`config.mk`:
```
export PLATFORM = sky130hd
export DESIGN_NAME = global_prbs_tester
export DESIGN_NICKNAME = d
export VERILOG_FILES = /design/src/rtl/global_test_pkg.sv /design/src/rtl/prbs7_gen.sv /design/src/rtl/global_prbs_tester.sv
export SDC_FILE = /design/constraint.sdc
export NUM_CORES = 1
export LEC_CHECK = 0
export BUFFER_PORTS_ARGS = -buffer_cell sky130_fd_sc_hd__buf_2
export CORE_MARGIN = 2
export CORE_UTILIZATION = 41
export CTS_BUF_LIST = sky130_fd_sc_hd__clkbuf_4
export DETAILED_ROUTE_END_ITERATION = 10
export PLACE_DENSITY = 0.72
export SLEW_MARGIN = 25
export SYNTH_ARGS = -nofsm -noshare
export SYNTH_HDL_FRONTEND = slang
export SYNTH_HIERARCHICAL = 1
export SYNTH_SLANG_ARGS = --single-unit
```
`constraint.sdc`:
```
create_clock -name clk -period 2.45 [get_ports clk]
set_input_delay 0.1225 -clock clk [delete_from_list [all_inputs] [get_ports clk]]
set_output_delay 0.1225 -clock clk [all_outputs]
set_load 0.02 [all_outputs]
```
`src/rtl/global_test_pkg.sv`:
```
// Shared types and constants for the global-clock routing minitests.
// The PRBS7 definition here is reused by the carry-chain and DCS minitests.
package global_test_pkg;

    typedef enum logic [1:0] {
        IDLE   = 2'd0,
        FILL   = 2'd1,
        CHECK  = 2'd2,
        LOCKED = 2'd3
    } state_t;

    localparam logic [6:0] PRBS7_SEED   = 7'h7F;
    localparam int         PRBS7_TAP_HI = 6;
    localparam int         PRBS7_TAP_LO = 5;
    localparam int         MATCH_W      = 8;

    // Observation bundle for checkers: FSM state plus raw generator state.
    typedef struct packed {
        state_t     state;
        logic [6:0] lfsr;
    } dbg_t;

    // x^7 + x^6 + 1, shifting toward the MSB so that lfsr[6] is the output bit.
    function automatic logic [6:0] prbs7_next(input logic [6:0] s);
        return {s[5:0], s[PRBS7_TAP_HI] ^ s[PRBS7_TAP_LO]};
    endfunction

endpackage

```
`src/rtl/prbs7_gen.sv`:
```
// PRBS7 generator with synchronous reseed and advance controls.
// load has priority over adv so a reseed always lands on the seed value.
module prbs7_gen
    import global_test_pkg::*;
(
    input  logic       clk,
    input  logic       rst,
    input  logic       load,
    input  logic       adv,
    output logic [6:0] lfsr
);

    logic [6:0] lfsr_q;
    logic [6:0] lfsr_d;

    always_comb begin
        lfsr_d = lfsr_q;
        if (load) begin
            lfsr_d = PRBS7_SEED;
        end else if (adv) begin
            lfsr_d = prbs7_next(lfsr_q);
        end
    end

    always_ff @(posedge clk) begin
        if (rst) begin
            lfsr_q <= PRBS7_SEED;
        end else begin
            lfsr_q <= lfsr_d;
        end
    end

    assign lfsr = lfsr_q;

endmodule

```
`src/rtl/global_prbs_tester.sv`:
```
// PRBS7 stimulus/response checker wrapped around the corner-to-corner register chain.
// Compares the chain output against a LATENCY-deep delayed copy of the stimulus.
module global_prbs_tester
    import global_test_pkg::*;
#(
    parameter int LATENCY    = 5,
    parameter int LOCK_COUNT = 32,
    parameter int ERR_W      = 16
) (
    input  logic             clk,
    input  logic             rst,
    input  logic             en,
    output logic             a,
    input  logic             q,
    output logic             locked,
    output logic             err,
    output logic [ERR_W-1:0] err_count,
    output dbg_t             dbg_o
);

    localparam int FILL_W = $clog2(LATENCY + 1);

    localparam logic [FILL_W-1:0]  FILL_LAST  = FILL_W'(LATENCY - 1);
    localparam logic [MATCH_W-1:0] MATCH_LAST = MATCH_W'(LOCK_COUNT - 1);

    state_t             state_q;
    logic [FILL_W-1:0]  fill_cnt_q;
    logic [MATCH_W-1:0] match_cnt_q;
    logic               err_q;
    logic               locked_q;
    logic [ERR_W-1:0]   err_count_q;
    logic [LATENCY-1:0] dly_q;
    logic [LATENCY-1:0] dly_d;

    logic [6:0] lfsr;
    logic       gen_load;
    logic       gen_adv;
    logic       exp_bit;
    logic       mismatch;

    // Leaving any active state reseeds, so IDLE always presents the seed MSB on a.
    assign gen_load = (state_q != IDLE) && !en;
    assign gen_adv  = (state_q != IDLE);

    prbs7_gen u_prbs7_gen (
        .clk  (clk),
        .rst  (rst),
        .load (gen_load),
        .adv  (gen_adv),
        .lfsr (lfsr)
    );

    assign a = lfsr[6];

    // Expected-data delay mirrors a LATENCY-stage register chain fed by a.
    always_comb begin
        dly_d    = dly_q << 1;
        dly_d[0] = a;
    end

    always_ff @(posedge clk) begin
        if (rst) begin
            dly_q <= '1;
        end else begin
            dly_q <= dly_d;
        end
    end

    assign exp_bit  = dly_q[LATENCY-1];
    assign mismatch = q ^ exp_bit;

    always_ff @(posedge clk) begin
        if (rst) begin
            state_q     <= IDLE;
            fill_cnt_q  <= '0;
            match_cnt_q <= '0;
            err_q       <= 1'b0;
            locked_q    <= 1'b0;
            err_count_q <= '0;
        end else if (!en) begin
            // Dropping en discards this cycle's compare result entirely.
            state_q     <= IDLE;
            fill_cnt_q  <= '0;
            match_cnt_q <= '0;
            err_q       <= 1'b0;
            locked_q    <= 1'b0;
        end else begin
            err_q <= 1'b0;
            case (state_q)
                IDLE: begin
                    state_q    <= FILL;
                    fill_cnt_q <= '0;
                    locked_q   <= 1'b0;
                end
                FILL: begin
                    if (fill_cnt_q == FILL_LAST) begin
                        state_q     <= CHECK;
                        match_cnt_q <= '0;
                    end else begin
                        fill_cnt_q <= fill_cnt_q + 1'b1;
                    end
                end
                CHECK: begin
                    if (mismatch) begin
                        err_q       <= 1'b1;
                        match_cnt_q <= '0;
                        if (err_count_q != '1) begin
                            err_count_q <= err_count_q + 1'b1;
                        end
                    end else if (match_cnt_q == MATCH_LAST) begin
                        state_q     <= LOCKED;
                        locked_q    <= 1'b1;
                        match_cnt_q <= match_cnt_q + 1'b1;
                    end else begin
                        match_cnt_q <= match_cnt_q + 1'b1;
                    end
                end
                LOCKED: begin
                    if (mismatch) begin
                        state_q     <= CHECK;
                        locked_q    <= 1'b0;
                        err_q       <= 1'b1;
                        match_cnt_q <= '0;
                        if (err_count_q != '1) begin
                            err_count_q <= err_count_q + 1'b1;
                        end
                    end
                end
                default: begin
                    state_q  <= IDLE;
                    locked_q <= 1'b0;
                end
            endcase
        end
    end

    assign locked     = locked_q;
    assign err        = err_q;
    assign err_count  = err_count_q;
    assign dbg_o.state = state_q;
    assign dbg_o.lfsr  = lfsr;

endmodule

```
# Yosys cells after proc, flatten, opt, wreduce, memory -nomap -nowiden
# Cells that the tools add are included.
# Widths: inputs -> output; s select.
dict set report word_totals {
  regBits 43
  output_inout_bits 28
  elab_cells 58
}
dict set report op_classes {
  add_sub_neg 3
  eq_ne 11
  muxes 16
  bitwise 4
  reduce_logical 16
}
# cell count
set ops {}
lappend ops {{$mux 8} 3}
lappend ops {{$pmux 8 s3} 1}
lappend ops {{$add 16x1->16 const B} 1}
lappend ops {{$ne 16x16->1 const B} 1}
lappend ops {{$reduce_and 4->1} 3}
lappend ops {{$ne 2x2->1 const B} 5}
lappend ops {{$add 8x1->8 const B} 1}
lappend ops {{$eq 8x5->1 const B} 1}
lappend ops {{$mux 2} 4}
lappend ops {{$pmux 2 s4} 1}
lappend ops {{$pmux 3 s2} 1}
lappend ops {{$reduce_bool 3->1} 2}
lappend ops {{$reduce_or 2->1} 3}
lappend ops {{$eq 2x2->1 const B} 2}
lappend ops {{$mux 1} 4}
lappend ops {{$reduce_bool 2->1} 2}
lappend ops {{$add 3x1->3 const B} 1}
lappend ops {{$eq 3x3->1 const B} 1}
lappend ops {{$mux 3} 1}
lappend ops {{$pmux 1 s3} 1}
lappend ops {{$reduce_and 3->1} 1}
lappend ops {{$reduce_or 3->1} 1}
lappend ops {{$eq 2x1->1 const B} 1}
lappend ops {{$logic_not 2->1} 1}
lappend ops {{5 further kinds} 7}

# Logic depth before layout (Yosys ltp)
# Gate-level depths: netlist of run 1.
dict set report logic_depth {
  word_depth 4
  ltp_mapped 6
  depth_no_buf 6
}

# Modules after synthesis
# Netlist of run 1, hierarchy kept.
# mod n_inst cells_each area_each_um2 seq_area_each_um2
set modules_own_cells {}
lappend modules_own_cells {global_prbs_tester 1 213 1747.9 720.7}
lappend modules_own_cells {prbs7_gen 1 24 276.5 140.1}

# Least setup slack after synthesis of run 1
# OpenSTA, ideal clock, no wires.
dict set report synth_timing {
  path_type {reg2reg}
  from {register err_count_q[0] (netlist: err_count[0])}
  to {register err_count_q[14] (netlist: err_count[14])}
  t_arrival_ns 1.973
  required_ns 2.329
  slack_ns 0.356
  path_stages_with_launch 6
  period_less_slack_ns 2.094
  path_cell_list {dfxtp_1 > ha_1 > nand3_1 > or4_1 > nor4_1 > mux2_2}
}
dict set report synth_between {
  elab_chain_cells 2
  word_cells_on_any_way 3
  classes_between {1 x add/sub; 1 x eq/ne; 1 x reduce/logical}
}
# element line
set synth_rtl {}
lappend synth_rtl {{start, declared} global_prbs_tester.sv:31} ;# logic [ERR_W-1:0] err_count_q;
lappend synth_rtl {{start signal, assigned} global_prbs_tester.sv:108} ;# err_count_q <= err_count_q + 1'b1;
lappend synth_rtl {{start signal, assigned} global_prbs_tester.sv:125} ;# err_count_q <= err_count_q + 1'b1;
lappend synth_rtl {{parallel branches: the longest is 2 deep, another holds $add 16x1->16} --}
# Parallel ways; which one is timed is not known.
# A chain may end at the register's enable or synchronous reset.

# Final worst setup path of run 1
# Same ends and word-level chain as after synthesis.

==> results.yml, run 1 <==
detailed_routing:
  drc_errors: 0
  first_pass_iters: 4
  final_antenna_net_count: 0
  drt_iter0_markers: 93
  routed_wl_mm: 3.95
  vias_per_cell: 5.11
  num_vias: 1721
  wire_per_inst_um: 11.7
cts:
  root_buffer: "clkbuf_4"
  htreeDepth: 2
  cts_tree: "yes"
  max-clock-path-buffers: 2
  clkLatencyLatePin_ns: 0.36
  cts_resized: 0
  hold_buffers: 0
  post_cts_buffers: 0
  path_clk_slew_ns: 0.13
  numCtsBuffers: 5
  clock-sinks: 43
floorplanning:
  io-pin-count: 32
  die_height_um: 74.3
  initial_core_util_pct: 42.6
  core_area_sq_mm: 0.00475
  rows: 25
  die_width_um: 74.3
  die_area_sq_mm: 0.00552
final_layout:
  fin_cells: 337
  fillers: 491
  regArea_sq_um: 861
  final_nets: 277
  n_antenna_cell: 0
  drive_gt1_share_pct: 21.5
  area_delta_synth_final_pct: 13.6
  utilization_pct: 48.4
  multi_input_area_sq_mm: 0.00108
place:
  place_inst: 329
  place_congestion: 0.761
  numPortBuffers: 31
  pre_cts_ws_ns: 0.367
  dp_hpwl_mm: 2.87
logic_synthesis:
  syn_inst: 237
  muxShareOfSynthArea_pct: 6.80
  synth_compound_area_share_pct: 14.7
  synth.most_common_cell: "dfxtp_1"
  synth_top_family_by_area: "simple AND/OR/NAND/NOR gates"
  synth_fa_ha_area_share_pct: 2.47
  avgSynthCellArea_sq_um: 8.54
  synthTopCellsByArea: "dfxtp_1, a21oi_1, nand2_1"
  synth-xor-area-share_pct: 1.73
  async_reset_ff_share_pct: 0
  ys_types: 40
  synth_warnings: 6
  synth_simple_gate_area_share_pct: 27.6
  synth-main-ff-cell: "dfxtp_1"
  synth-edff-count: 0
  ys_seq_elements: 43
  synth_nets: 245
  yosys.area.top_type: "dfxtp_1"
  synth_top_cell_area_share_pct: 42.5
  synth_area_sq_mm: 0.00202
  seq_area_frac_synth_pct: 42.5
  yosys-top-cells-count: "dfxtp_1, nand2_1, a21oi_1, nor2_1, nand3_1"
worst_setup_path:
  path_class: "reg -> reg"
  crit_fanout: 5
  critPathRequiredTime_ns: 2.72
  crit_path_start_kind: "flip-flop"
  ff2ff_setup_slack_ns: 0.36
  worstPathArrival_ns: 2.36
  end_kind: "flip-flop"
power:
  power_frac_comb_pct: 4.1
  p_int_w: 0.000851
  ir_drop_v: 0.000300
  pwr-share-clk_pct: 32.5
  power.density_mw_per_mm2: 484
  power.switching_w: 0.000263
  switching_share_pct: 23.6
  p_seq_share_pct: 63.4
  p_leak_nw: 0.823
run_status:
  outcome: "finished clean"
hold_path:
  hold_path_class: "in -> reg"
global_route:
  grt_pass1_wl_mm: 6.72
  grt_pass1_vias: 1538
  grt_max_degree: 32
  grt_usage_pct: 15.9
  grt_overflow_total: 0
  antenna_found_initial: 0
timing:
  period_share_pct: 85.2
  setup_tns_ns: 0
  tightestPinTransition_ns: 0.525
  rsz0062_at_grt: "no"
  max_slew_margin_pct: 64.9
  finalWorstSetupSlack_ns: 0.363
  fin_crit_ns: 2.09
  hold_viol: 0
  max_freq_mhz: 479
  clock_skew_ns: 0.0160
  setup_violations: 0
  drv_slew: 0
flow_run:
  drv_cap: 0
==> critical path, stage by stage (launching register included) <==
cell	delay, ns
dfxtp_1	0.41
ha_1	0.20
nand3_1	0.13
or4_1	0.57
nor4_1	0.32
mux2_2	0.37
==> routing by layer <==
layer,vias up,part of all wire [%],GRT usage (%),routed length [um]
met5,-,0,0,0
met4,0,1.8,5.95,70
met3,6,6.1,5.83,241
met2,39,42,24.2,1660
met1,765,50,20.7,1970
li1,911,-,-,-
==> layout by cell type (no fill, tap or decap), types with 5 or more instances in the layout <==
cell type	instances
nor4_1	5
nor2b_1	7
mux2_2	5
buf_2	31
or3_1	6
o21ai_0	8
nor2_1	19
a31oi_1	7
inv_1	9
nand2_1	21
dfxtp_1	43
nand2b_1	5
nand3_1	12
or4_1	5
or2_2	7
nor3_1	7
clkbuf_4	7
a21oi_1	19
mux2i_1	7
==> cells by family (layout without fill, tap and decap cells) <==
group                    Yosys count  after routing
AND/OR/NAND/NOR                  105            105
AO/OA/AOI/OAI                     49             49
flip-flops                        43             43
buffers and inverters             19             52
multiplexers                      13             13
adder cells (fa/ha/maj)            4              4
XOR/XNOR                           4              4
==> per-stage QoR <==
step / cell area [sq um] / hold WS (ns) / power, W
after floorplan: 2020 / 0.237 / 0.000756
after global placement: 2240 / 0.393 / 0.000767
after detailed placement: 2240 / 0.397 / 0.000768
after CTS: 2300 / 0.184 / 0.00113
after global routing: 2300 / 0.205 / 0.00116
final: 2300 / 0.191 / 0.00111
==> final timing paths <==
check / start / cells past startpoint / to
setup / recovery: err_count[0]$_SDFFE_PP0P_ / 5 / err_count[14]$_SDFFE_PP0P_
hold / removal: en / 4 / err_count[1]$_SDFFE_PP0P_
setup reg to reg: err_count[0]$_SDFFE_PP0P_ / 5 / err_count[14]$_SDFFE_PP0P_
hold reg to reg: dly_q[1]$_SDFF_PP1_ / 1 / dly_q[2]$_SDFF_PP1_
==> cell type report <==
class	instances	area share (%)
clock buffers	7	2.29
inverters	9	1.47
multi-input cells	175	46.9
flip-flops and latches	43	37.4
well taps	67	3.65
clock inverters	1	0.218
repair buffers	35	8.05
==> registers in the layout (all words and copies together) (netlist names) <==
register	count
dly_q	5
err	1
err_count	16
fill_cnt_q	3
locked	1
match_cnt_q	8
state_q	2
u_prbs7_gen/lfsr	7
==> power by group through the flow <==
| stage | Clock [W] | Combinational, W | Sequential (W) |
|---|---|---|---|
| after global placement | 0 | 0.0000452 | 0.000722 |
| after CTS | 0.000377 | 0.0000461 | 0.000706 |
| after detailed placement | 0 | 0.0000460 | 0.000722 |
| after floorplan | 0 | 0.0000333 | 0.000723 |
| after global routing | 0.000404 | 0.0000512 | 0.000707 |
| final | 0.000362 | 0.0000456 | 0.000706 |
Power figures use the tool's default switching activity.
==> run 2, diff against run 1 <==
--- a/config.mk
+++ b/config.mk
@@ -6,11 +6,13 @@
 export NUM_CORES = 1
 export LEC_CHECK = 0
 export BUFFER_PORTS_ARGS = -buffer_cell sky130_fd_sc_hd__buf_2
+export CELL_PAD_IN_SITES_DETAIL_PLACEMENT = 0
+export CELL_PAD_IN_SITES_GLOBAL_PLACEMENT = 1
 export CORE_MARGIN = 2
 export CORE_UTILIZATION = 41
 export CTS_BUF_LIST = sky130_fd_sc_hd__clkbuf_4
 export DETAILED_ROUTE_END_ITERATION = 10
-export PLACE_DENSITY = 0.72
+export PLACE_DENSITY = 0.88
 export SLEW_MARGIN = 25
 export SYNTH_ARGS = -nofsm -noshare
 export SYNTH_HDL_FRONTEND = slang
==> run 2 against run 1 <==
Compared with the run above: non-clock buffer count shrank 1; critical path depth unchanged; die area stayed put; fmax down 0.98%; routed wire length is 2.3% higher; first-iteration DRC count grew 20%; power about the same; highest routed layer unchanged.
==> results.yml, run 2 (synthesized netlist as in run 1, its figures left out) <==
power:
  power_frac_comb_pct: 4.1
  pwr-share-clk_pct: 32.4
  p_leak_nw: 0.817
  power.switching_w: 0.000262
  p_seq_share_pct: 63.5
  switching_share_pct: 23.6
  power.density_mw_per_mm2: 486
  power_w: 0.00111
  ir_drop_v: 0.000240
  p_int_w: 0.000851
cts:
  cts_resized: 0
  cts_tree: "yes"
  path_clk_slew_ns: 0.12
  hold_buffers: 0
  htreeDepth: 2
  clock-sinks: 43
  root_buffer: "clkbuf_4"
  numCtsBuffers: 5
  clkLatencyLatePin_ns: 0.35
  post_cts_buffers: 0
  max-clock-path-buffers: 2
final_layout:
  area_delta_synth_final_pct: 13.2
  drive_gt1_share_pct: 21.2
  largest_reg_flops: 16
  final_nets: 276
  stdcell_area_sq_mm: 0.00229
  final_cell_mix: "dfxtp_1, buf_2, nand2_1"
  final_common_cell: "dfxtp_1"
  fillers: 499
  n_antenna_cell: 0
  fin_cells: 336
hold_path:
  hold_path_class: "in -> reg"
global_route:
  grt_pass1_vias: 1555
  grt_usage_pct: 16.1
  antenna_found_initial: 0
  grt_max_degree: 32
  grt_overflow_total: 0
  grt_pass1_wl_mm: 6.87
worst_setup_path:
  critPathRequiredTime_ns: 2.70
  slowest_stage: "or4_1"
  cp_top_family: "simple AND/OR/NAND/NOR gates"
  path_class: "reg -> reg"
  worstPathArrival_ns: 2.36
  crit_path_start_kind: "flip-flop"
  crit_fanout: 5
  crit_buf_inv: 0
  cpPeakStageDelay_ns: 0.58
  worstPathCellList: "ha_1 > nand3_1 > or4_1 > nor4_1 > mux2_2"
  end_kind: "flip-flop"
floorplanning:
  die_area_sq_mm: 0.00552
  rows: 25
  die_width_um: 74.3
  initial_core_util_pct: 42.6
  die_height_um: 74.3
  core_area_sq_mm: 0.00475
  io-pin-count: 32
place:
  place_congestion: 0.732
  place_area_sq_mm: 0.00223
  numPortBuffers: 31
  place_inst: 328
  dp_hpwl_mm: 2.83
  pre_cts_ws_ns: 0.361
timing:
  tightestPinTransition_ns: 0.534
  finalWorstSetupSlack_ns: 0.342
  hold_viol: 0
  rsz0062_at_grt: "no"
  setup_tns_ns: 0
  drv_slew: 0
  clock_skew_ns: 0.0104
  fin_crit_ns: 2.11
  setup_violations: 0
  max_freq_mhz: 474
  max_slew_margin_pct: 64.4
  period_share_pct: 86.0
detailed_routing:
  final_antenna_net_count: 0
  wire_per_inst_um: 12.0
  drt_iter0_markers: 112
  routed_wl_mm: 4.04
  vias_per_cell: 5.16
  drc_errors: 0
  num_vias: 1734
  first_pass_iters: 4
run_status:
  outcome: "finished clean"
flow_run:
  drv_cap: 0
==> run 2: worst min-delay path, stage by stage <==
cell and delay [ns]:
buf_2 0.13, nand3_1 0.08, a21oi_1 0.06, mux2i_1 0.12
==> run 2: metal layers <==
layer	part of all wire, %	global-route usage [%]	vias up	wire, um
li1	-	-	906	-
met1	49	20.7	789	1960
met2	44	25.0	33	1780
met3	5.7	5.28	6	229
met4	1.6	6.55	0	64
met5	0	0	-	0
==> run 2: layout make-up <==
cell class	count	area, sq um	area share (%)
Clock buffer	7	52.6	2.29
Tap cell	67	83.8	3.66
Inverter	9	33.8	1.47
Clock inverter	1	5.00	0.218
Multi-Input combinational cell	175	1080	47.1
Sequential cell	43	861	37.6
Timing Repair Buffer	34	178	7.75
==> run 2: power by group through the flow <==
stage               Sequential, W  Clock, W  Combinational [W]
global placement         0.000722         0          0.0000460
finish                   0.000706  0.000361          0.0000458
detailed placement       0.000722         0          0.0000462
CTS                      0.000706  0.000378          0.0000463
floorplan                0.000723         0          0.0000333
global route             0.000708  0.000400          0.0000520
==> run 2: metrics by stage <==
stage          hold slack [ns]  utilization (%)
2_1_floorplan            0.237                -
3_3_place_gp             0.392             47.0
3_5_place_dp             0.393             47.0
4_1_cts                  0.188             48.2
5_1_grt                  0.216             48.2
6_report                 0.202             48.2
==> run 2: worst paths after layout <==
kind,from,endpoint,slack (ns),depth (start not counted)
worst max register to register,err_count[0]$_SDFFE_PP0P_,err_count[14]$_SDFFE_PP0P_,0.34,5
worst min-delay path,en,err_count[1]$_SDFFE_PP0P_,0.20,4
worst max-delay path,err_count[0]$_SDFFE_PP0P_,err_count[14]$_SDFFE_PP0P_,0.34,5
worst min register to register,dly_q[3]$_SDFF_PP1_,dly_q[4]$_SDFF_PP1_,0.42,1
